--- config.mk ---
export PLATFORM = sky130hd
export DESIGN_NAME = mux_dff_pipe
export DESIGN_NICKNAME = d
export VERILOG_FILES = /design/src/rtl/mux_dff_pkg.sv /design/src/rtl/mux_dff_stage.sv /design/src/rtl/mux_dff_pipe.sv
export SDC_FILE = /design/constraint.sdc
export NUM_CORES = 1
export LEC_CHECK = 0
export CAP_MARGIN = 20
export CORE_MARGIN = 8
export CORE_UTILIZATION = 35
export CTS_CLUSTER_DIAMETER = 80
export DETAILED_ROUTE_END_ITERATION = 6
export PLACE_DENSITY = 0.79
export RECOVER_POWER = 100
export SLEW_MARGIN = 40
export SYNTH_ARGS = -nofsm -noshare
export SYNTH_HDL_FRONTEND = slang
export SYNTH_HIERARCHICAL = 1
export SYNTH_SLANG_ARGS = --single-unit
--- constraint.sdc ---
create_clock -name clk -period 1.6 [get_ports clk]
set_clock_uncertainty 0.2 [all_clocks]
set_input_delay 0.32 -clock clk [delete_from_list [all_inputs] [get_ports clk]]
set_output_delay 0.32 -clock clk [all_outputs]
set_load 0.01 [all_outputs]
--- src/rtl/mux_dff_pkg.sv ---
// mux_dff_pkg: shared helpers for the muxed DFF pipeline
package mux_dff_pkg;
   function automatic int sel_w(input int channels);
      return $clog2(channels);
   endfunction
endpackage

--- src/rtl/mux_dff_stage.sv ---
// mux_dff_stage: one elastic valid/data register with flush
// ports: clk, rst_n (async low), flush, adv_next (downstream takes), in_v/in_data (from upstream),
//        adv (this stage loads this cycle), v/data (held word)
module mux_dff_stage #(
   parameter int WIDTH = 8
) (
   input  logic             clk,
   input  logic             rst_n,
   input  logic             flush,
   input  logic             adv_next,
   input  logic             in_v,
   input  logic [WIDTH-1:0] in_data,
   output logic             adv,
   output logic             v,
   output logic [WIDTH-1:0] data
);
   typedef struct packed {
      logic             v;
      logic [WIDTH-1:0] data;
   } ent_t;
   ent_t r;
   assign adv  = !r.v || adv_next;
   assign v    = r.v;
   assign data = r.data;
   always_ff @(posedge clk or negedge rst_n)
      if (!rst_n) r <= '0;
      else begin
         r.v <= !flush && (adv ? in_v : r.v);
         if (adv) r.data <= in_data;
      end
endmodule

--- src/rtl/mux_dff_pipe.sv ---
// mux_dff_pipe: CHANNELS:1 word mux feeding a STAGES-deep valid/ready pipeline
// ports: clk, rst_n (async low), flush (clears valids), in_valid/in_ready/sel/d (upstream),
//        out_valid/out_ready/q (downstream), sel_err (sticky), err_cnt (saturating bad-select count)
module mux_dff_pipe import mux_dff_pkg::*; #(
   parameter int WIDTH    = 8,
   parameter int CHANNELS = 4,
   parameter int STAGES   = 2,
   parameter int ECNT_W   = 4
) (
   input  logic                       clk,
   input  logic                       rst_n,
   input  logic                       flush,
   input  logic                       in_valid,
   output logic                       in_ready,
   input  logic [sel_w(CHANNELS)-1:0] sel,
   input  logic [CHANNELS*WIDTH-1:0]  d,
   output logic                       out_valid,
   input  logic                       out_ready,
   output logic [WIDTH-1:0]           q,
   output logic                       sel_err,
   output logic [ECNT_W-1:0]          err_cnt
);
   logic [STAGES:0]              adv, cv;
   logic [STAGES:0][WIDTH-1:0]   cd;
   logic [STAGES-1:0]            v;
   logic [STAGES-1:0][WIDTH-1:0] sd;
   logic [WIDTH-1:0]             mux;
   logic                         bad, acc;
   // out-of-range selects fall through to zero
   always_comb begin
      mux = '0;
      for (int i = 0; i < CHANNELS; i++)
         if (int'(sel) == i) mux = d[i*WIDTH +: WIDTH];
   end
   assign bad         = int'(sel) >= CHANNELS;
   assign acc         = in_valid && in_ready && !flush;
   // chain views: index 0 is the upstream offer, index STAGES is the output
   assign cv          = {v, in_valid};
   assign cd          = {sd, mux};
   assign adv[STAGES] = out_ready;
   assign in_ready    = adv[0];
   assign out_valid   = cv[STAGES];
   assign q           = cd[STAGES];
   for (genvar k = 0; k < STAGES; k++) begin : g_stage
      mux_dff_stage #(.WIDTH(WIDTH)) u_stage (
         .clk      (clk),
         .rst_n    (rst_n),
         .flush    (flush),
         .adv_next (adv[k+1]),
         .in_v     (cv[k]),
         .in_data  (cd[k]),
         .adv      (adv[k]),
         .v        (v[k]),
         .data     (sd[k])
      );
   end
   always_ff @(posedge clk or negedge rst_n)
      if (!rst_n) begin
         sel_err <= 1'b0;
         err_cnt <= '0;
      end else if (acc && bad) begin
         sel_err <= 1'b1;
         if (err_cnt != '1) err_cnt <= err_cnt + 1'b1;
      end
endmodule

==> impl_results.md, run 1 <==
* Top post-synthesis cells by area: dfrtp_1 45%, mux2_4 24%, mux4_2 18%
* Initial Utilization at 36.70%
* First-pass GRT wire length at ~3.8 mm
* CTS buffer count at 3
* Syn. warnings at 6
* Post-synth EDFFs at 0
* M1 WL at between 800 and 900 um
* CTS Sinks at 18
* Clock Path Buffers at 2
* Seq pwr share at approximately half
* Max incr delay on CP at approximately 0.35 ns
* Final period util at 103.2%
* Top cells by instance count after synthesis: 18 x dfrtp_1, 16 x mux2_4, 8 x mux4_2
* Worst-path fanout max at 2
* Die W at slightly below 70 um
* DR vias/cell at 4.651
* Hold buffers post-CTS at 0
* TritonCTS clock tree: yes
* Slew HR at between 30 and 40%
* Clock power share at 20.4%
* Layout cell share with drive strength beyond 1 at between 30 and 40%
* Avg Cell Area, Syn at 16.72 um^2
* Remaining DRCs at 0
* Core ar. at between 0.002 and 0.003 mm^2
* Full die area at around 0.0048 mm^2
* Metal2 WL at approximately 1.2 mm
* Top-count cell post-synth: dfrtp_1
* LEAKAGE at about 0.7 nW
* # fillers at roughly 220
* Die height at approximately 70 um
* Rows at 19
* Multi-input gate area at about 480 um^2
* Largest net degree at the start of global routing at 19
* HPWL after DPL at ~2 mm
* Antenna violations before repair at 0
* Nets at around 160
* Area Growth Syn to Fin at 58.73%
* Placer Congestion at about 0.75
* Cell internal pwr at ~0.00082 W
* Mapped Area at between 0.001 and 0.0015 mm^2
* Startpoint Class: flip-flop
* CP Class: reg2out
* #FFs+latches synth at 18
* Final worst slack at -0.05192 ns
* Hold Vio Cnt, Final at 0
* Yosys cell types at 10
* Slowest CP cell: dfrtp_1
* Ant diodes at 0
* Worst-path clk slew at approximately 0.090 ns
* CP top delay family: flip-flops
* F_max at between 0.6 and 0.7 GHz
* Worst Path Required at 1.08 ns
* Synth top area share at about 45%
* I/O Buffers at 48
* Asr flop ratio synth at between 90% and 100%
* DP Worst Slack at -0.5435 ns
* Register Area at about 450 um^2
* Run status: finished, violations left
* Comb power frac at between 20 and 30%
* Primary FF master, synth: dfrtp_1
* Hold Crit Class: reg2reg
* CP cell instances: nor2b_4 > inv_2 > nor2b_4 > inv_2 > buf_6
* Failing checks: setup timing
* RSZ-0062 raised after global routing: yes
* Post-route ant nets at 0
* GRT Util Overall at under 10%
* Pre-antenna DRT Iters at 3
* First DRT Iteration DRCs at 20
* Max Cap Viol at 0
* Post-Route WL at 2.295 mm
* Synthesized instance count at 60
* Post-layout min period at 1.652 ns
* WP data arrival at 1.13 ns
* Psw at between 0.0002 and 0.00025 W
* Vias in the first global route at 761
* Least-Margin Pin Slew at ~0.94 ns
* Vias at between 600 and 700
* WL/cell at 15.40 um
* Grt total ovfl at 0
* Highest routed layer: met4
* I/O pin cnt at 54
* Worst IR drop on VDD at approximately 0.00044 V
* H-tree Lvls at 1
* Met3 WL at approximately 220 um
* Final Slew Violations at 0
* Pwr/cell area at 669.0 mW/mm^2
* Power Total at roughly 0.0011 W
* Post-synthesis sequential area ratio at between 40 and 50%
* Clk_lat worst skew at roughly 0.29 ns
* Crit. End Element: primary output
* Buffers and inverters on the worst path at 3
* Switch share at between 20% and 30%
* Root Buffer: clkbuf_4
* Largest area contributor in the synthesized netlist: dfrtp_1
* Final setup fails at 1
-- layout by cell type (no fill, tap or decap) --
| cell | count |
|---|---|
| mux2_4 | 16 |
| buf_6 | 2 |
| a21oi_1 | 2 |
| dfrtp_1 | 18 |
| clkbuf_4 | 3 |
| buf_4 | 8 |
| inv_2 | 2 |
| dlygate4sd2_1 | 10 |
| buf_12 | 2 |
| buf_8 | 1 |
| nor2b_4 | 2 |
| conb_1 | 5 |
| inv_1 | 2 |
| clkbuf_1 | 1 |
| mux4_2 | 8 |
| clkdlybuf4s50_1 | 36 |
-- final timing paths --
check | to | depth (start not counted) | slack (ns) | from
min | g_stage[1].u_stage/data[2] | 1 | 0.31 | g_stage[1].u_stage/data[2]
min reg2reg | g_stage[1].u_stage/data[2] | 1 | 0.31 | g_stage[1].u_stage/data[2]
min in group asynchronous | g_stage[1].u_stage/data[3] | 2 | 0.41 | rst_n
max reg2reg | g_stage[0].u_stage/data[4] | 6 | 0.05 | g_stage[1].u_stage/v
max | in_ready | 5 | -0.05 | g_stage[1].u_stage/v
max in group asynchronous | g_stage[1].u_stage/data[4] | 2 | 0.23 | rst_n
-- layer usage --
metal / up-vias / global-route usage, %
met3: 3 / 4.292
met2: 36 / 15.27
met1: 330 / 10.91
met4: 0 / 4.100
met5: - / 0
li1: 324 / -
-- power groups by stage --
stage                     logic (W)  clock network, W  registers [W]
after CTS                  0.000314          0.000226       0.000535
after global placement     0.000324                 0       0.000542
after detailed placement   0.000331                 0       0.000546
after global routing       0.000338          0.000250       0.000541
final                      0.000315          0.000217       0.000534
after floorplan            0.000146                 0       0.000551
-- state kept, by name (all words and copies together) (netlist names) --
name,flops
g_stage.u_stage/v,2
g_stage.u_stage/data,16
-- metrics by stage --
| step | instance area, um^2 | setup TNS, ns | hold WS [ns] | instances | utilization (%) |
|---|---|---|---|---|---|
| 2_1_floorplan | 1018 | 0 | -0.1756 | 64 | - |
| 3_3_place_gp | 1524 | -5.176 | 0.2945 | 139 | 55.74 |
| 3_5_place_dp | 1524 | -5.632 | 0.2981 | 139 | 55.74 |
| 6_report | 1593 | -0.05192 | 0.3118 | 149 | 58.26 |
| 5_1_grt | 1593 | -0.1566 | 0.3381 | 149 | 58.26 |
| 4_1_cts | 1550 | -0.06850 | 0.1504 | 144 | 56.70 |
-- layout make-up --
class                   count  area share, %
repair buffers             60          37.00
inverters                   4         0.9427
multi-input cells          33          29.93
well taps                  31          2.435
flip-flops and latches     18          28.28
clock buffers               3          1.414
-- kinds of logic after synthesis --
logic type	Yosys count	synth area share (%)
buffers and inverters	13	9.101
AND/OR/NAND/NOR	2	2.744
multiplexers	24	41.89
flip-flops	18	44.89
other	1	0.3737
AO/OA/AOI/OAI	2	0.9975
-- what timing repair did --
item,CTS,global route
resized for setup,18,4
endpoints found under the setup margin,18,1
setup buffers,2,5
Note: power is estimated with default switching activity, not from simulation.
==> run 2: changes to the inputs <==
--- a/config.mk
+++ b/config.mk
@@ -5,11 +5,13 @@
 export SDC_FILE = /design/constraint.sdc
 export NUM_CORES = 1
 export LEC_CHECK = 0
+export ABC_AREA = 1
 export CAP_MARGIN = 20
 export CORE_MARGIN = 8
-export CORE_UTILIZATION = 35
+export CORE_UTILIZATION = 60
 export CTS_CLUSTER_DIAMETER = 80
 export DETAILED_ROUTE_END_ITERATION = 6
+export DONT_BUFFER_PORTS = 1
 export PLACE_DENSITY = 0.79
 export RECOVER_POWER = 100
 export SLEW_MARGIN = 40
==> constraint.sdc (replaced) <==
create_clock -name clk -period 2.15 [get_ports clk]
set_clock_uncertainty 0.2 [all_clocks]
set_input_delay 0.43 -clock clk [delete_from_list [all_inputs] [get_ports clk]]
set_output_delay 0.43 -clock clk [all_outputs]
set_load 0.01 [all_outputs]
==> impl_results.md, run 2 <==
* Run status: finished clean
* Post-synthesis sequential area ratio at 44.89% (unchanged)
* Worst-path clk slew at 0.09 ns (about the same)
* Slowest CP cell: dfrtp_1
* Comb power frac at 12.3% (-17 points)
* Clock Path Buffers at 2 (unchanged)
* HPWL after DPL at 1.704 mm (-15%)
* Hold buffers post-CTS at 2 (+2)
* Top reg by flops: g_stage.u_stage/data
* Initial Utilization at 65.10% (+28 points)
* Clk_lat worst skew at 0.29 ns (about the same)
* Pwr/cell area at 687.8 mW/mm^2 (+2.8%)
* Least-Margin Pin Slew at 0.8717 ns (-0.06432 ns)
* RSZ-0062 raised after global routing: no
* Largest net degree at the start of global routing at 19 (unchanged)
* Buffers and inverters on the worst path at 1 (-2)
* First DRT Iteration DRCs at 26 (+30%)
* Nets at 173 (+8.8%)
* #FFs+latches synth at 18 (unchanged)
* Worst-path fanout max at 11 (+9)
* WP data arrival at 1.31 ns (+0.18 ns)
* Die W at 56.90 um (-18%)
* CTS Sinks at 18 (unchanged)
* Post-layout min period at a little under 2 ns
* Slew HR at 41.89% (+4.3 points)
* Ant diodes at 0 (unchanged)
* Pre-antenna DRT Iters at 4 (+1)
* H-tree Lvls at 1 (unchanged)
* Max incr delay on CP at 0.45 ns (+0.10 ns)
* Mapped Area at 0.001003 mm^2 (unchanged)
* Die height at 56.90 um (-18%)
* Post-Route WL at 2.060 mm (-10%)
* Top-count cell post-synth: nand2_1
* Final period util at between 90 and 100%
* Final Slew Violations at 0 (unchanged)
* CP top delay family: simple AND/OR/NAND/NOR gates
* Max Cap Viol at 0 (unchanged)
* WL/cell at 13.83 um (-10%)
* Worst IR drop on VDD at 0.0002556 V (-42%)
* CP Class: reg2out
* Yosys cell types at 12 (+2)
* Clock power share at 28.7% (+8.3 points)
* Avg Cell Area, Syn at 7.660 um^2 (-54%)
* CTS buffer count at 3 (unchanged)
* Max reg flops at 16 (unchanged)
* Top post-synthesis cells by area: dfrtp_1 45%, nand2_1 21%, nand3_1 12%
* Most frequent cells in the layout: 57 x nand2_1, 24 x nand3_1, 18 x dfrtp_1
* Startpoint Class: flip-flop
* Post-CTS Setup Bufs at 0 (-2)
* Cell internal pwr at 0.0005142 W (-37%)
* DR vias/cell at 5.517 (+19%)
* Placer Congestion at 0.7140 (-4.2%)
* Seq pwr share at 59.1% (+9.0 points)
* Setup_tns at 0 ns (+0.05192 ns)
* Synth top area share at 44.89% (unchanged)
* Area Growth Syn to Fin at 0.2489%
* Grt total ovfl at 0 (unchanged)
* Full die area at 0.003237 mm^2 (-33%)
* I/O Buffers at 0 (-100%)
* Syn. warnings at 6 (unchanged)
* Commonest non-fill, non-tap cell in the layout: nand2_1
* Biggest regs: g_stage.u_stage/data: 16 flops, g_stage.u_stage/v: 2 flops
* Post-CTS sizing at 0 (-18)
* Rows at 14 (-5)
* Hold Crit Class: in2reg
* Largest area contributor in the synthesized netlist: dfrtp_1
* Post-synth EDFFs at 0 (unchanged)
* Layout cell share with drive strength beyond 1 at 6.767% (-31 points)
* F_max at 0.5162 GHz
* Post-route ant nets at 0 (unchanged)
* Vias at 822 (+19%)
* Asr flop ratio synth at 100.0% (unchanged)
* R2R setup slack at 0.69 ns (+0.64 ns)
* First-pass GRT wire length at 3.450 mm (-9.9%)
* Hold WS at 0.06971 ns (-0.2421 ns)
* LEAKAGE at 0.5147 nW (-26%)
* Vias in the first global route at 838 (+10%)
* Worst Path Required at 1.52 ns (+0.44 ns)
* Hold Vio Cnt, Final at 0 (unchanged)
* Switch share at 25.68% (+2.5 points)
* Synthesized instance count at 131 (+120%)
* Core ar. at 0.001541 mm^2 (-44%)
* I/O pin cnt at 54 (unchanged)
* Final setup fails at 0 (-1)
* Antenna violations before repair at 0 (unchanged)
* TritonCTS clock tree: yes
* Crit. End Element: primary output
* Root Buffer: clkbuf_4
* GRT Util Overall at 12.68% (+3.1 points)
* CP cell instances: nand2_2 > inv_1 > nand2_1
* Psw at 0.0001777 W (-28%)
* Primary FF master, synth: dfrtp_1
* Top cells by instance count after synthesis: 56 x nand2_1, 24 x nand3_1, 18 x dfrtp_1
* Remaining DRCs at 0 (unchanged)
run 2: logic make-up (layout without fill, tap and decap cells):
group / count (synthesis) / after routing / synth area share (%)
and+or+nand+nor: 93 / 93 / 42.52
DFF: 18 / 18 / 44.89
buffers and inverters: 17 / 15 / 11.22
AOI/OAI and AO/OA: 2 / 2 / 0.9975
other: 1 / 5 / 0.3737
run 2: power by group through the flow:
stage,combinational (W),clock (W),sequential [W]
floorplan,0.0000893,0,0.000411
global placement,0.0000750,0,0.000417
detailed placement,0.0000773,0,0.000417
CTS,0.0000865,0.000206,0.000410
global route,0.000101,0.000212,0.000416
finish,0.0000848,0.000198,0.000409
run 2: per-stage QoR:
| step | worst slack, ns | area, um^2 | std cells | total power [W] | utilization, % |
|---|---|---|---|---|---|
| after detailed placement | 0.6161 | 955.9 | 142 | 0.0004942 | 62.01 |
| after global routing | 0.1088 | 1006 | 149 | 0.0007295 | 65.26 |
| after global placement | 0.6422 | 955.9 | 142 | 0.0004916 | 62.01 |
| after floorplan | 0.6977 | 1018 | 135 | 0.0005007 | - |
| after CTS | 0.2813 | 1012 | 148 | 0.0007021 | 65.67 |
| final | 0.2128 | 1006 | 149 | 0.0006919 | 65.26 |
run 2: worst paths after layout:
path | startpoint | depth (start not counted) | end
max in group asynchronous | rst_n | 2 | g_stage[0].u_stage/data[6]
min in group asynchronous | rst_n | 2 | g_stage[1].u_stage/data[3]
setup / recovery | g_stage[1].u_stage/v | 3 | in_ready
setup reg to reg | g_stage[1].u_stage/v | 5 | g_stage[0].u_stage/data[4]
hold / removal | in_valid | 2 | g_stage[0].u_stage/v
hold reg to reg | g_stage[0].u_stage/data[0] | 2 | g_stage[1].u_stage/data[0]
run 2: final cells by class:
| type | instances | area [um^2] |
|---|---|---|
| well taps | 16 | 20.02 |
| fillers | 129 | 535.5 |
| clock buffers | 4 | 36.28 |
| multi-input cells | 100 | 445.4 |
| repair buffers | 3 | 23.77 |
| inverters | 8 | 30.03 |
| flip-flops and latches | 18 | 450.4 |
run 2: layer usage:
metal	GRT usage [%]	part of all wire, %
met1	14.68	44
met2	19.69	44
met3	4.494	11
met4	7.047	1.7
met5	0	0
